File: src/rtl/crypto_job_sched.sv
// crypto_job_sched: two-requester round-robin front end for a fixed-latency
// crypto pipeline. One job in flight; the result is held until the consumer
// takes it.
// Optional feature macro: CRYPTO_SCHED_KEYCHK_EN. When it is defined, jobs
// with key[0]=1 are rejected without being issued and return rsp_err=1.
//
// state | meaning
// IDLE  | waiting for a request, grants one per visit
// ISSUE | pipe_issue strobe high, pipe_data/pipe_key presented
// WAIT  | counting down the pipeline latency
// RESP  | result held until rsp_valid && rsp_ready
module crypto_job_sched #(
    parameter int LATENCY = 12
) (
    input  logic        clk1,
    input  logic        rst,
    input  logic        req0_valid,
    output logic        req0_ready,
    input  logic [15:0] req0_data,
    input  logic [5:0]  req0_key,
    input  logic        req1_valid,
    output logic        req1_ready,
    input  logic [15:0] req1_data,
    input  logic [5:0]  req1_key,
    output logic [15:0] pipe_data,
    output logic [5:0]  pipe_key,
    output logic        pipe_issue,
    input  logic [15:0] pipe_result,
    output logic        rsp_valid,
    input  logic        rsp_ready,
    output logic        rsp_id,
    output logic [15:0] rsp_data,
    output logic        rsp_err
);

    typedef enum logic [1:0] {S_IDLE, S_ISSUE, S_WAIT, S_RESP} state_t;

    localparam logic [7:0] CNT_LOAD = 8'(LATENCY - 1);

    state_t      state_q;
    logic [7:0]  cnt_q;
    logic        ptr_q;
    logic [15:0] pipe_data_q;
    logic [5:0]  pipe_key_q;
    logic        pipe_issue_q;
    logic        rsp_valid_q;
    logic        rsp_id_q;
    logic [15:0] rsp_data_q;

    logic        gnt_valid;
    logic        gnt_id;
    logic [15:0] gnt_data;
    logic [5:0]  gnt_key;
    logic        key_reject;

    // Round-robin grant, only offered while idle; both valid -> pointer wins.
    always_comb begin
        gnt_valid = (state_q == S_IDLE) && (req0_valid || req1_valid);
        gnt_id    = (req0_valid && req1_valid) ? ptr_q : req1_valid;
        gnt_data  = gnt_id ? req1_data : req0_data;
        gnt_key   = gnt_id ? req1_key  : req0_key;
    end

`ifdef CRYPTO_SCHED_KEYCHK_EN
    logic rsp_err_q;
    assign key_reject = gnt_key[0];
    assign rsp_err    = rsp_err_q;
`else
    assign key_reject = 1'b0;
    assign rsp_err    = 1'b0;
`endif

    assign req0_ready = gnt_valid && !gnt_id;
    assign req1_ready = gnt_valid &&  gnt_id;
    assign pipe_data  = pipe_data_q;
    assign pipe_key   = pipe_key_q;
    assign pipe_issue = pipe_issue_q;
    assign rsp_valid  = rsp_valid_q;
    assign rsp_id     = rsp_id_q;
    assign rsp_data   = rsp_data_q;

    // Sequencer: accept -> issue strobe -> latency countdown -> held response.
    always_ff @(posedge clk1 or posedge rst) begin
        if (rst) begin
            state_q      <= S_IDLE;
            cnt_q        <= '0;
            ptr_q        <= 1'b0;
            pipe_data_q  <= '0;
            pipe_key_q   <= '0;
            pipe_issue_q <= 1'b0;
            rsp_valid_q  <= 1'b0;
            rsp_id_q     <= 1'b0;
            rsp_data_q   <= '0;
`ifdef CRYPTO_SCHED_KEYCHK_EN
            rsp_err_q    <= 1'b0;
`endif
        end else begin
            case (state_q)
                S_IDLE: begin
                    if (gnt_valid) begin
                        ptr_q    <= ~gnt_id;
                        rsp_id_q <= gnt_id;
                        if (key_reject) begin
                            // Rejected job: straight to response, pipeline untouched.
                            state_q     <= S_RESP;
                            rsp_valid_q <= 1'b1;
                            rsp_data_q  <= '0;
`ifdef CRYPTO_SCHED_KEYCHK_EN
                            rsp_err_q   <= 1'b1;
`endif
                        end else begin
                            state_q      <= S_ISSUE;
                            pipe_issue_q <= 1'b1;
                            pipe_data_q  <= gnt_data;
                            pipe_key_q   <= gnt_key;
`ifdef CRYPTO_SCHED_KEYCHK_EN
                            rsp_err_q    <= 1'b0;
`endif
                        end
                    end
                end
                S_ISSUE: begin
                    pipe_issue_q <= 1'b0;
                    cnt_q        <= CNT_LOAD;
                    state_q      <= S_WAIT;
                end
                S_WAIT: begin
                    if (cnt_q == 8'd0) begin
                        rsp_data_q  <= pipe_result;
                        rsp_valid_q <= 1'b1;
                        state_q     <= S_RESP;
                    end else begin
                        cnt_q <= cnt_q - 8'd1;
                    end
                end
                S_RESP: begin
                    if (rsp_ready) begin
                        rsp_valid_q <= 1'b0;
                        state_q     <= S_IDLE;
                    end
                end
                default: state_q <= S_IDLE;
            endcase
        end
    end

endmodule

File: config.mk
export PLATFORM = sky130hd
export DESIGN_NAME = crypto_job_sched
export DESIGN_NICKNAME = d
export VERILOG_FILES = /design/src/rtl/crypto_job_sched.sv
export SDC_FILE = /design/constraint.sdc
export NUM_CORES = 1
export LEC_CHECK = 0
export BUFFER_PORTS_ARGS = -buffer_cell sky130_fd_sc_hd__buf_2
export CELL_PAD_IN_SITES_DETAIL_PLACEMENT = 2
export CELL_PAD_IN_SITES_GLOBAL_PLACEMENT = 2
export CORE_MARGIN = 10
export CORE_UTILIZATION = 30
export DETAILED_ROUTE_END_ITERATION = 16
export GPL_ROUTABILITY_DRIVEN = 0
export PLACE_DENSITY = 0.91
export SLEW_MARGIN = 40
export SYNTH_ARGS = -nofsm -noshare
export SYNTH_HDL_FRONTEND = slang
export SYNTH_SLANG_ARGS = --single-unit
File: constraint.sdc
create_clock -name clk1 -period 4.8 [get_ports clk1]
set_clock_uncertainty 0.1 [all_clocks]
set_input_delay 0.48 -clock clk1 [delete_from_list [all_inputs] [get_ports clk1]]
set_output_delay 0.48 -clock clk1 [all_outputs]
set_load 0.03 [all_outputs]
==> results.cfg <==
[place]
place_inst = 387
io_buffers = 107
dpl.hpwl_um = 5860
dp_slack_ps = 2380

[clock_tree]
path_clk_slew_ps = 90
cts_made_buffers = 5
cts_root_buf = clkbuf_8
clkSinkCount = 52
h-tree-depth = 2
holdBufCountCts = 0
clock_latency_ps = 300
cts_resized = 0
cts_setup_buffers = 0
cts_max_path_buffers = 2
cts_tree = built

[setup_path]
critical_path.startpoint = state_q[0]
crit_chain = inv_1 > ha_1 > nand2_1 > a21oi_4 > buf_2
cpLargestDelayFamily = compound AO/OA/AOI/OAI gates
r2r_start = cnt_q[2]
crit_path_start_kind = register
crit_arrival_ps = 2120
slowest_stage = a21oi_4
max_stage_delay_ps = 530
end_kind = output pin
crit_buf_inv = 2
worstPathRequired_ps = 4220
crit_fanout = 24
path_class = reg2out

[logic_synthesis]
yosys.area.top_type = dfrtp_1
syn_nets = 260
ys_types = 35
synth-edff-count = 0
async_flop_share_pct = 100
ys_top_cells_by_area = dfrtp_1, a222oi_1, mux2_2, inv_1, mux2_4
synth_flop_cell = dfrtp_1
seq_area_frac_synth_pct = 56.8
ys_ff_latch = 52
syn_area_um2 = 2290
synth_top_area_share_pct = 56.8
syn_avg_cell_area_um2 = 12.1
ys_warn_count = 0
synthCells = 189

[timing]
final.period_utilization_pct = 56.3
worst_pin_slew_ps = 731
hold_slack_ps = 165
finalSetupViolations = 0
setup_slack_ps = 2100
drv_slew = 0
max_slew_margin_pct = 51.0
rsz0062_at_grt = no
period_minus_slack_ps = 2700
final-hold-violation-count = 0
final.setup.tns_ps = 0
max_freq_mhz = 370

[finish]
stdcell_count = 395
diodes = 0
nNetsFinal = 366
final_util_pct = 41.3
n_fill_cell = 799
final_common_cell = buf_2
final_cell_mix = buf_2, dfrtp_1, inv_1
syn_to_final_growth_pct = 32.1
drive_gt1_share_pct = 47.3

[routing]
vias = 1977
dr.pass1.iters = 6
drtIter0Drc = 127
viasPerCell = 5.01
postRouteAntennaNets = 0
drcViolationCount = 0
avgRoutedWirePerCell_um = 19.0
wl_um = 7490

[grt]
grt_max_degree = 53
grt.busiest_layer = met2
grt_first_pass_wirelength_um = 12500
use_met2_pct = 23.5
met3_usage_pct = 6.17
grt_util_all_layers_pct = 13.2
grt_use_met1_pct = 14.3
grt_pass1_vias = 2290
grt_antenna_before_repair = 0
gr-total-overflow = 0

[floorplan]
die_h_um = 107
initial_core_util_pct = 31.3
dieArea_um2 = 11500
die_w_um = 107
num_rows = 31
core_area_um2 = 7330
io_pins = 109

[power]
combPwrFrac_pct = 52.4
p_sw_mw = 1.02
power_density_nw_per_um2 = 723
intPower_mw = 1.17
swShare_pct = 46.6
p_clk_share_pct = 11.6
power_leakage_nw = 1.63
p_seq_share_pct = 36.0
ir_worst_vdd_uv = 292

[worst_hold_path]
worstHoldPathType = in2async

[outcome]
status = complete, no violations

[job]
drv_cap = 0
==> power by group through the flow <==
stage                     combinational [mW]  sequential (mW)  clock [mW]
final                                   1.15            0.787       0.255
after global routing                    1.26            0.819       0.286
after CTS                               1.18            0.790       0.268
after detailed placement                1.17            0.796           0
after global placement                  1.11            0.772           0
after floorplan                        0.460             1.11           0
==> cell usage after synthesis, types with 2 or more instances <==
master and number:
inv_1 30, nand2_1 5, nor2b_1 3, dfrtp_1 52, o21ai_0 4, buf_6 2
o21ai_1 2, nor4_1 2, clkbuf_1 6, mux2_2 11, mux2_4 7, a222oi_1 22
a31oi_1 3, ha_1 6, nor3_1 2, nor2_1 9, a21o_1 2, a21oi_1 4
==> path summary, 6_finish.rpt <==
path,cells past startpoint,slack (ps),end
min in group clk1,3,280,pipe_data[11]
worst max register to register,4,2580,state_q[1]
max in group asynchronous,2,3990,rsp_data[2]
worst min-delay path,2,170,rsp_data[12]
worst max-delay path,5,2100,req1_ready
worst min register to register,1,400,rsp_id
==> sequential cells by signal, indices dropped and copies added (netlist names) <==
name	count
pipe_issue	1
cnt_q	8
ptr_q	1
pipe_key	6
rsp_id	1
state_q	2
rsp_valid	1
pipe_data	16
rsp_data	16
==> cell families after synthesis <==
| kind of cell | count (synthesis) | share of synthesized area (%) |
|---|---|---|
| xor+xnor | 1 | 0.382 |
| simple gates | 28 | 6.23 |
| other cells | 1 | 0.164 |
| flops | 52 | 56.8 |
| compound gates | 43 | 15.5 |
| buf+inv | 39 | 7.21 |
| mux | 19 | 10.4 |
| fa+ha+maj | 6 | 3.28 |
==> per-layer routing <==
| layer | wire length (µm) | vias up |
|---|---|---|
| met1 | 2830 | 1003 |
| met4 | 34 | 0 |
| met2 | 3990 | 70 |
| met5 | 0 | - |
| li1 | - | 899 |
| met3 | 636 | 5 |
==> through the flow <==
| step | power, mW | cell area (µm²) |
|---|---|---|
| floorplan | 1.57 | 2290 |
| global route | 2.36 | 3030 |
| global placement | 1.88 | 2920 |
| finish | 2.19 | 3030 |
| CTS | 2.23 | 3030 |
| detailed placement | 1.97 | 2930 |
==> layout make-up <==
| class | instances | area, µm² | share of cell area (%) |
|---|---|---|---|
| timing repair buffer | 108 | 543 | 17.9 |
| multi-input combinational | 98 | 851 | 28.1 |
| clock inverter | 2 | 10.0 | 0.331 |
| tap | 99 | 124 | 4.09 |
| sequential | 52 | 1300 | 43.0 |
| clock buffer | 6 | 82.6 | 2.73 |
| inverter | 30 | 115 | 3.80 |
==> worst register-to-register path, stage by stage (launching register included) <==
cell and delay [ps]:
dfrtp_1 470, nor4_1 410, a31oi_1 350, a211oi_1 410, mux2_2 380
No activity file was read; power rests on OpenSTA's default activity.
